File: src/rtl/clk_div_sched_if.sv
// Control/status bundle between the user-facing run controls and the
// divided-clock scheduler. The master drives run requests and rate/burst
// settings; the slave (scheduler) drives the divided clock and status.
interface clk_div_sched_if;
    logic        start;
    logic        stop;
    logic [1:0]  rate_sel;
    logic [15:0] burst_len;
    logic        clk_out;
    logic        tick;
    logic        running;
    logic        done;
    logic [15:0] edge_count;

    modport master (
        output start, stop, rate_sel, burst_len,
        input  clk_out, tick, running, done, edge_count
    );

    modport slave (
        input  start, stop, rate_sel, burst_len,
        output clk_out, tick, running, done, edge_count
    );
endinterface

File: src/rtl/clk_div_sched.sv
// Run controller and rate scheduler for the divided-clock datapath.
// A half-period counter toggles clk_out every N[active_sel] cycles of click.
// The rate select is only re-sampled at a half-period boundary, so clk_out
// never produces a short (glitch) phase. Supports continuous running and
// fixed-length bursts of clk_out toggles under start/stop control.
module clk_div_sched #(
    parameter int unsigned W  = 32,
    parameter int unsigned N0 = 100_000_000,
    parameter int unsigned N1 = 50_000_000,
    parameter int unsigned N2 = 1_000_000,
    parameter int unsigned N3 = 2
) (
    input  logic            click,
    input  logic            rst,
    clk_div_sched_if.slave  bus
);

    localparam logic [1:0] S_IDLE = 2'd0;
    localparam logic [1:0] S_RUN  = 2'd1;
    localparam logic [1:0] S_DONE = 2'd2;

    logic [1:0]   state;
    logic [W-1:0] counter;
    logic [1:0]   active_sel;
    logic [15:0]  burst_reg;
    logic [W-1:0] half_limit;
    logic         boundary;
    logic [15:0]  edge_next;

    // Half-period length for a given rate select.
    function automatic logic [W-1:0] half_period(input logic [1:0] sel);
        case (sel)
            2'd0:    half_period = W'(N0);
            2'd1:    half_period = W'(N1);
            2'd2:    half_period = W'(N2);
            default: half_period = W'(N3);
        endcase
    endfunction

    // The boundary compare uses >= so a counter can never run past the limit.
    assign half_limit = half_period(active_sel) - W'(1);
    assign boundary   = (counter >= half_limit);
    assign edge_next  = bus.edge_count + 16'd1;

    // Status flags are decodes of the registered state, so they change on
    // the same edge as the state itself.
    assign bus.running = (state == S_RUN);
    assign bus.done    = (state == S_DONE);

    // Main sequencer: start/stop handling, half-period counting, toggling.
    always_ff @(posedge click) begin
        if (rst) begin
            state          <= S_IDLE;
            counter        <= '0;
            active_sel     <= 2'd0;
            burst_reg      <= 16'd0;
            bus.clk_out    <= 1'b0;
            bus.tick       <= 1'b0;
            bus.edge_count <= 16'd0;
        end else begin
            case (state)
                S_RUN: begin
                    if (bus.stop) begin
                        // Stop beats a coincident boundary: no toggle, no count.
                        state       <= S_IDLE;
                        counter     <= '0;
                        bus.clk_out <= 1'b0;
                        bus.tick    <= 1'b0;
                    end else if (boundary) begin
                        counter        <= '0;
                        bus.clk_out    <= ~bus.clk_out;
                        bus.tick       <= 1'b1;
                        bus.edge_count <= edge_next;
                        active_sel     <= bus.rate_sel;
                        if ((burst_reg != 16'd0) && (edge_next == burst_reg)) begin
                            state <= S_DONE;
                        end
                    end else begin
                        counter  <= counter + W'(1);
                        bus.tick <= 1'b0;
                    end
                end
                default: begin
                    // IDLE and DONE: hold everything until a clean start.
                    bus.tick <= 1'b0;
                    if (bus.start && !bus.stop) begin
                        state          <= S_RUN;
                        active_sel     <= bus.rate_sel;
                        burst_reg      <= bus.burst_len;
                        counter        <= '0;
                        bus.clk_out    <= 1'b0;
                        bus.edge_count <= 16'd0;
                    end
                end
            endcase
        end
    end

endmodule
File: src/flat_wrapper.sv
// flat-port wrapper written by rule: the top's interface ports become plain ports
module clk_div_sched_flat 
#(
    parameter int unsigned W  = 32,
    parameter int unsigned N0 = 100_000_000,
    parameter int unsigned N1 = 50_000_000,
    parameter int unsigned N2 = 1_000_000,
    parameter int unsigned N3 = 2
)
  (click, rst, bus_start, bus_stop, bus_rate_sel, bus_burst_len, bus_clk_out, bus_tick, bus_running, bus_done, bus_edge_count);
  clk_div_sched_if bus_i ();
  input  logic click;
  input  logic rst;
  input wire logic [$bits(bus_i.start)-1:0] bus_start;
  input wire logic [$bits(bus_i.stop)-1:0] bus_stop;
  input wire logic [$bits(bus_i.rate_sel)-1:0] bus_rate_sel;
  input wire logic [$bits(bus_i.burst_len)-1:0] bus_burst_len;
  output wire logic [$bits(bus_i.clk_out)-1:0] bus_clk_out;
  output wire logic [$bits(bus_i.tick)-1:0] bus_tick;
  output wire logic [$bits(bus_i.running)-1:0] bus_running;
  output wire logic [$bits(bus_i.done)-1:0] bus_done;
  output wire logic [$bits(bus_i.edge_count)-1:0] bus_edge_count;
  assign bus_i.start = bus_start;
  assign bus_i.stop = bus_stop;
  assign bus_i.rate_sel = bus_rate_sel;
  assign bus_i.burst_len = bus_burst_len;
  assign bus_clk_out = bus_i.clk_out;
  assign bus_tick = bus_i.tick;
  assign bus_running = bus_i.running;
  assign bus_done = bus_i.done;
  assign bus_edge_count = bus_i.edge_count;
  clk_div_sched #(.W(W), .N0(N0), .N1(N1), .N2(N2), .N3(N3)) u_core (.click(click), .rst(rst), .bus(bus_i));
endmodule
File: config.mk
export PLATFORM = sky130hd
export DESIGN_NAME = clk_div_sched_flat
export DESIGN_NICKNAME = d
export VERILOG_FILES = /design/src/rtl/clk_div_sched_if.sv /design/src/rtl/clk_div_sched.sv /design/src/flat_wrapper.sv
export SDC_FILE = /design/constraint.sdc
export NUM_CORES = 1
export LEC_CHECK = 0
export ABC_AREA = 1
export BUFFER_PORTS_ARGS = -buffer_cell sky130_fd_sc_hd__buf_2
export CORE_MARGIN = 2
export CORE_UTILIZATION = 45
export CTS_CLUSTER_DIAMETER = 50
export CTS_CLUSTER_SIZE = 14
export DETAILED_ROUTE_END_ITERATION = 10
export PLACE_DENSITY = 0.69
export SETUP_SLACK_MARGIN = 0.5
export SKIP_LAST_GASP = 1
export SLEW_MARGIN = 10
export SYNTH_ARGS = -nofsm -noshare
export SYNTH_HDL_FRONTEND = slang
export SYNTH_SLANG_ARGS = --single-unit
File: constraint.sdc
create_clock -name click -period 2.7 [get_ports click]
set_input_delay 0.27 -clock click [delete_from_list [all_inputs] [get_ports click]]
set_output_delay 0.27 -clock click [all_outputs]
set_load 0.01 [all_outputs]
Yosys cells after proc, flatten, opt, wreduce, memory -nomap -nowiden
Cells that the tools add are included.

Register bits after elaboration: 70. Output and inout bits: 20. Logic and storage cells: 56.

Add/sub/neg operators: 3. Order comparisons: 1. Eq/ne operators: 9. Mux-type cells: 23. Bitwise operators: 2. Reduce and logical (&&, ||, !) cells: 11.

Operators by type and width (count): 2-to-1 mux 32 bit (4); one-hot mux 27 bit (3 select lines) (1); 2-to-1 mux 16 bit (4); adder 32 x 1 -> 32 bit, second input constant (1); greater-or-equal comparator 32 bit (1); subtractor 27 x 1 -> 28 bit, second input constant (1); 2-to-1 mux 2 bit (9); adder 16 x 1 -> 16 bit, second input constant (1); == test 16 bit (1); nonzero test 16 bit (1); inequality test 3 x 2 -> 1 bit, second input constant (2); AND reduction 3 bit (2); 2-to-1 mux 1 bit (5); == test 2 x 1 -> 1 bit, second input constant (2); == test 2 bit, second input constant (2); AND reduction 2 bit (2); OR reduction 3 bit (1); logical AND 1 bit (2); logical NOT 2 bit (1); inequality test 2 x 1 -> 1 bit, second input constant (1); inequality test 2 bit, second input constant (1); inverter 1 bit (2); nonzero test 2 bit (1); logical NOT 1 bit (1).

Depth between registers and ports, before layout
Gate-level depths: netlist of the first run.

Depth in word-level cells: 7. Gate-level depth with buffers: 21. Gate-level depth less buffers: 21.

Worst setup path after synthesis of the first run
No wires, ideal clock.

Path type: flip-flop to flip-flop. From: register u_core.active_sel[0]. To: register u_core.bus.edge_count[6]. Data arrival time: 2.469 ns. Data required time: 2.583 ns. Path slack: 0.114 ns. Cell stages (with the launch flop): 19. Path buffers: 1. Clock period less this slack: 2.586 ns. Cell sequence: dfxtp_1 inv_1 ha_1 o21ai_0 ha_1 nand2_1 nor2_1 inv_1 nor2_1 nor2b_2 nand2_1 nand3_1 nand2_1 nand2_1 nand2_1 nand2_2 buf_4 o21ai_0 nor2_1.

Longest elaborated chain between the ends: 6. Elaborated cells between the ends (all ways): 8.

RTL lines: start: declaration (line clk_div_sched.sv:24) `logic [1:0] active_sel;`; start signal: assignment (line clk_div_sched.sv:74) `active_sel <= bus.rate_sel;`; start signal: assignment (line clk_div_sched.sv:88) `active_sel <= bus.rate_sel;`; == test 2 bit (tied with other cells) (line clk_div_sched.sv:32) `case (sel)`; one-hot mux 27 bit (3 select lines) (*) (line clk_div_sched.sv:32); subtractor 27 x 1 -> 28 bit (*) (line clk_div_sched.sv:41) `assign half_limit = half_period(active_sel) - W'(1);`; greater-or-equal comparator 32 bit (*) (line clk_div_sched.sv:42) `assign boundary = (counter >= half_limit);`; inequality test 2 x 1 -> 1 bit (no source line) (*); AND reduction 3 bit (no source line) (*); end signal: assignment (line clk_div_sched.sv:73) `bus.edge_count <= edge_next;`; end: declaration (line clk_div_sched_if.sv:22) `output clk_out, tick, running, done, edge_count`.

Every way passes the cells marked *; elsewhere a longest branch is shown, timed or not. A chain may end at the register's enable or synchronous reset.

Final worst setup path of the first run
From: register u_core.active_sel[0]. To: register u_core.counter[23].

Longest elaborated chain between the ends: 7. Elaborated cells between the ends (all ways): 9.

RTL lines: == test 2 bit (tied with other cells) (line clk_div_sched.sv:32); one-hot mux 27 bit (3 select lines) (*) (line clk_div_sched.sv:32); subtractor 27 x 1 -> 28 bit (*) (line clk_div_sched.sv:41); greater-or-equal comparator 32 bit (*) (line clk_div_sched.sv:42); 2-to-1 mux 32 bit (*) (line clk_div_sched.sv:69) `end else if (boundary) begin`; 2-to-1 mux 32 bit (*) (line clk_div_sched.sv:63) `if (bus.stop) begin`; 2-to-1 mux 32 bit (*) (line clk_div_sched.sv:61) `case (state)`; end signal: assignment (line clk_div_sched.sv:79) `counter <= counter + W'(1);`; end: declaration (line clk_div_sched.sv:23) `logic [W-1:0] counter;`.

Marks and branches as above.

==> results.json, run 1 <==
{
  "ioPinCount": 42,
  "power.density_nw_per_um2": 473,
  "period_minus_slack_ns": 2.55,
  "yosysTopAreaCell": "dfxtp_1",
  "peakVddDrop_mv": 0.277,
  "p_comb_frac": 0.241,
  "gp_congestion": 0.907,
  "swShare": 0.327,
  "hold_class": "in2reg",
  "syn_avg_cell_area_sq_um": 6.59,
  "core-area_sq_um": 9820,
  "clkPwrFrac": 0.327,
  "drive_gt1_frac": 0.219,
  "syn2layout_area_growth_pct": 22.7,
  "start_util": 0.465,
  "largest_reg_flops": 32,
  "grt-ovfl-total": 0,
  "cts_hold_buf": 0,
  "period_share": 0.944,
  "antenna_cells": 0,
  "cp-end-kind": "flip-flop",
  "final_cell_mix": "nand2_1, dfxtp_1, inv_1, a21oi_1, nor2_1",
  "slew_violations": 0,
  "die_y_microns": 105,
  "synthCells": 692,
  "viasPerCell": 5.32,
  "placed_cells": 855,
  "final.fill_count": 943,
  "setup_viol": 0,
  "synthDistinctLibCells": 42,
  "drtIter0Drc": 256,
  "power_frac_seq": 0.432,
  "synth_area_sq_um": 4560,
  "cp.required_ns": 2.99,
  "std_cell_rows": 36,
  "portBuffers": 41,
  "yosysSeqAreaShare": 0.307,
  "run_status": "finished clean",
  "yosysWarnings": 0,
  "cts_tree": "done",
  "cp-start-kind": "flip-flop",
  "postLayoutCellArea_sq_um": 5600,
  "cts_sinks": 70,
  "worstMarginPinSlew_ns": 0.548,
  "htreeDepth": 3,
  "post-route-util": 0.570,
  "grt_max_degree": 40,
  "ys_ff_latch": 70,
  "synth_edf_count": 0,
  "totalWireLength_mm": 12.1,
  "grt_pass1_wl_mm": 20.3,
  "synth_nets": 744,
  "synthArstFlopShare": 0,
  "hold_viol": 0,
  "fp.dieArea_sq_um": 11000,
  "stdcell_count": 887,
  "layout_commonest_cell": "nand2_1",
  "grt_use_total": 0.225,
  "rsz0062_at_grt": "yes",
  "grt_antenna_before_repair": 0,
  "fin_skew_ns": 0.00950,
  "first_pass_iters": 5,
  "yosysTopAreaCellShare": 0.307,
  "crit_type": "reg2reg",
  "fp.dieW_microns": 105,
  "ant_nets": 0,
  "critPathMaxFanout": 6,
  "wire_per_inst_microns": 13.6,
  "root_buffer": "clkbuf_8",
  "grt_pass1_vias": 4405,
  "cts.clk_slew.worst_paths_ns": 0.08,
  "p_leak_uw": 0.00239,
  "vias": 4717,
  "nets": 801,
  "ys_dominant_reg_cell": "dfxtp_1",
  "cts_buffers": 9,
  "max-slew-margin-rel": 0.635,
  "synth_top_cells_by_area": "dfxtp_1, nand2_1, ha_1, a21oi_1, nand3_1",
  "p_switching_uw": 865,
  "internal_power_uw": 1780,
  "placedInstanceArea_sq_um": 4980,
  "maxCapViolCount": 0,
  "drc_errors": 0,
  "dp_hpwl_mm": 8.38,
  "cts_max_path_buffers": 2,
  "finalSetupTns_ns": 0,
  "worstPathArrival_ns": 2.84,
  "max_freq_mhz": 392,
  "insertion_delay_ns": 0.36
}
==> final cells by class <==
cell class,instances,area (sq um),share of cell area
Clock buffer,10,138,0.0246
Clock inverter,6,61.3,0.0109
Inverter,78,309,0.0552
Multi-Input combinational cell,527,3050,0.545
Sequential cell,70,1410,0.252
Tap cell,133,166,0.0297
Timing Repair Buffer,63,464,0.0829
==> synthesized netlist by cell type, types with 2 or more instances <==
library cell	count
nand3_1	54
dfxtp_1	70
nand4_1	7
o21ai_0	42
nor2_4	8
clkbuf_1	10
a211oi_1	2
a21oi_1	69
inv_1	70
nand2_2	10
nor2_1	65
ha_1	30
xor2_1	6
buf_4	3
buf_1	2
inv_2	7
o211ai_1	3
nor3_1	12
o21ai_1	7
nand3_2	5
nor2_2	5
nand3b_1	3
o21bai_1	3
nand2_1	178
xnor2_1	4
==> worst max-delay path, cell delays in order, from the launching register on <==
cell     delay [ns]
dfxtp_4        0.42
inv_4          0.06
ha_4           0.19
o21ai_4        0.22
buf_4          0.16
ha_4           0.19
nand2_1        0.08
nor2_1         0.05
nor2_1         0.08
nand3_1        0.10
a21oi_2        0.17
buf_4          0.14
nand3_4        0.12
buf_4          0.18
or2_1          0.23
a21oi_2        0.11
==> repair_timing <==
item                                    in CTS  in global routing
endpoints found under the setup margin      51                 51
pin swaps                                    8                  9
setup buffers                               10                  3
gates resized for setup                     34                 30
cloned                                       2                  1
==> cells by family after synthesis <==
logic type	after synthesis	share of synthesized area
simple gates	355	0.354
compound gates	130	0.149
buf+inv	95	0.0826
flops	70	0.307
fa+ha+maj	30	0.0823
xor+xnor	11	0.0241
other cells	1	0.000822
==> final timing paths <==
path                         from                    to  slack (ns)  cells past startpoint
min               bus_rate_sel[0]  u_core.active_sel[0]        0.17                      3
max reg2reg  u_core.active_sel[0]    u_core.counter[23]        0.15                     15
min reg2reg    u_core.counter[29]    u_core.counter[29]        0.44                      2
max          u_core.active_sel[0]    u_core.counter[23]        0.15                     15
==> power by group through the flow <==
stage / registers [uW] / clock network (uW) / logic [uW]
3_3_place_gp: 1160 / 0 / 499
2_1_floorplan: 1160 / 0 / 357
4_1_cts: 1140 / 883 / 581
5_1_grt: 1150 / 929 / 707
6_report: 1140 / 866 / 637
3_5_place_dp: 1170 / 0 / 511
==> routing by layer <==
layer,global-route usage,share of wire,up-vias
li1,-,-,2383
met2,0.366,0.47,119
met5,0,0,-
met1,0.297,0.47,2190
met3,0.0281,0.040,25
met4,0.105,0.025,0
==> through the flow <==
step	setup slack (ns)	total power, uW	hold slack [ns]
global route	-0.0282	2790	0.180
floorplan	0.469	1520	0.347
detailed placement	0.116	1680	0.431
CTS	0.232	2610	0.152
finish	0.151	2650	0.165
global placement	0.185	1660	0.428
Power figures use the tool's default switching activity.
==> run 2, diff against run 1 <==
- CTS_BUF_LIST: not set -> sky130_fd_sc_hd__clkbuf_4
==> results.json, run 2 (synthesized netlist as in run 1, its figures left out) <==
{
  "largest_reg_flops": 32,
  "cts.clk_slew.worst_paths_ns": 0.12,
  "cp-start-kind": "flip-flop",
  "place_ws_ns": 0.116,
  "slew_violations": 0,
  "grt_pass1_vias": 4360,
  "final_cell_mix": "nand2_1, dfxtp_1, inv_1",
  "hold_viol": 0,
  "run_status": "finished clean",
  "antenna_cells": 0,
  "max_freq_mhz": 389,
  "grt_pass1_wl_mm": 20.5,
  "peakVddDrop_mv": 0.277,
  "worst-path-buf-inv": 6,
  "worstMarginPinSlew_ns": 0.589,
  "stdcell_count": 889,
  "power.density_nw_per_um2": 441,
  "totalWireLength_mm": 12.8,
  "period_share": 0.952,
  "internal_power_uw": 1620,
  "cts_hold_buf": 0,
  "grt_use_total": 0.228,
  "nets": 803,
  "die_y_microns": 105,
  "reg2reg_slack_ns": 0.13,
  "hold_class": "in2reg",
  "p_comb_frac": 0.271,
  "dp_hpwl_mm": 8.38,
  "cpMostUsedCell": "nand2_1",
  "grt_antenna_before_repair": 0,
  "final.fill_count": 926,
  "htreeDepth": 3,
  "insertion_delay_ns": 0.45,
  "critPathSlowestCell": "dfxtp_4",
  "wire_per_inst_microns": 14.3,
  "fin_skew_ns": 0.0151,
  "core-area_sq_um": 9820,
  "rsz0062_at_grt": "yes",
  "portBuffers": 41,
  "clkPwrFrac": 0.272,
  "power_frac_seq": 0.457,
  "finalWorstSetupSlack_ns": 0.130,
  "grt-ovfl-total": 0,
  "critPathTopFamily": "simple AND/OR/NAND/NOR gates",
  "drtIter0Drc": 333,
  "slowest_delay_ns": 0.40,
  "placed_cells": 855,
  "syn2layout_area_growth_pct": 24.3,
  "cp-end-kind": "flip-flop",
  "fp.dieW_microns": 105,
  "p_leak_uw": 0.00247,
  "crit_type": "reg2reg",
  "layout_commonest_cell": "nand2_1",
  "cts_max_path_buffers": 2,
  "cts_buffers": 9,
  "grt_max_degree": 40,
  "worstPathArrival_ns": 2.92,
  "ant_nets": 0,
  "first_pass_iters": 6,
  "root_buffer": "clkbuf_4",
  "period_minus_slack_ns": 2.57,
  "cts_sinks": 70,
  "gp_congestion": 0.907,
  "viasPerCell": 5.34,
  "fp.dieArea_sq_um": 11000,
  "setup_viol": 0,
  "ioPinCount": 42,
  "maxCapViolCount": 0,
  "max-slew-margin-rel": 0.607,
  "p_switching_uw": 877,
  "drive_gt1_frac": 0.245,
  "drc_errors": 0,
  "start_util": 0.465,
  "vias": 4746,
  "cts_tree": "done",
  "cp.required_ns": 3.05,
  "std_cell_rows": 36,
  "swShare": 0.351,
  "critPathMaxFanout": 7,
  "total_power_uw": 2500,
  "worstPathCellList": "ha_4 > inv_4 > buf_4 > nand2_1 > ha_1 > nand2_1 > inv_1 > nand3_1 > nand2_1 > nand2_1 > inv_1 > nor2_2 > nand3_2 > nand2_2 > nand2_2 > nand2_4 > nand2_4 > buf_6 > buf_16 > o21ai_0 > a21oi_1",
  "finalSetupTns_ns": 0
}
run 2: changes by cell type in the layout (fill, tap and decap cells not counted), moves of 5 or more:
cell,before,now
a21oi_1,64,54
a21oi_2,6,15
clkbuf_4,0,9
nand2_4,4,12
nand2_1,169,164
clkbuf_8,10,0
run 2: final cells by class:
class	instances	area, sq um	share of cell area
repair buffers	64	473	0.0834
inverters	78	318	0.0560
clock buffers	9	67.6	0.0119
clock inverters	7	65.1	0.0115
multi-input cells	527	3160	0.557
well taps	133	166	0.0293
flip-flops and latches	70	1410	0.248
repair inverters	1	16.3	0.00287
run 2: path summary, 6_finish.rpt:
check,startpoint,endpoint,cells past startpoint
worst min-delay path,bus_rate_sel[0],u_core.active_sel[0],3
worst max-delay path,u_core.active_sel[0],u_core.bus.edge_count[8],21
worst min register to register,u_core.counter[29],u_core.counter[29],2
worst max register to register,u_core.active_sel[0],u_core.bus.edge_count[8],21
run 2: worst register-to-register path: cells and delay by family (launching register included):
family / cells / cell delay [ns]
buf+inv: 6 / 0.58
flops: 1 / 0.40
fa+ha+maj: 2 / 0.44
compound gates: 2 / 0.19
simple gates: 11 / 0.86
run 2: metrics by stage:
stage                      util  area, sq um  hold slack [ns]
after floorplan               -         4640            0.347
after global placement    0.507         4980            0.428
after detailed placement  0.507         4980            0.431
after CTS                 0.549         5390           0.0592
after global routing      0.578         5670           0.0792
final                     0.578         5670           0.0772
run 2: routing by layer:
layer / share of wire / up-vias / track usage
met5: 0 / - / 0
met4: 0.024 / 0 / 0.0943
met3: 0.047 / 31 / 0.0381
met2: 0.48 / 136 / 0.365
met1: 0.45 / 2186 / 0.306
li1: - / 2393 / -
run 2: power groups by stage:
stage,Sequential (uW),Clock (uW),Combinational [uW]
2_1_floorplan,1160,0,357
3_3_place_gp,1160,0,499
3_5_place_dp,1170,0,511
4_1_cts,1140,689,593
5_1_grt,1150,745,747
6_report,1140,680,678
run 2: what timing repair did:
action | 4_1_cts | 5_1_grt
buffers inserted | 10 | 4
endpoints found under the hold margin | 0 | 0
gates cloned | 3 | 1
setup endpoints to repair | 51 | 51
gates resized for setup | 38 | 62
pin swaps | 10 | 25
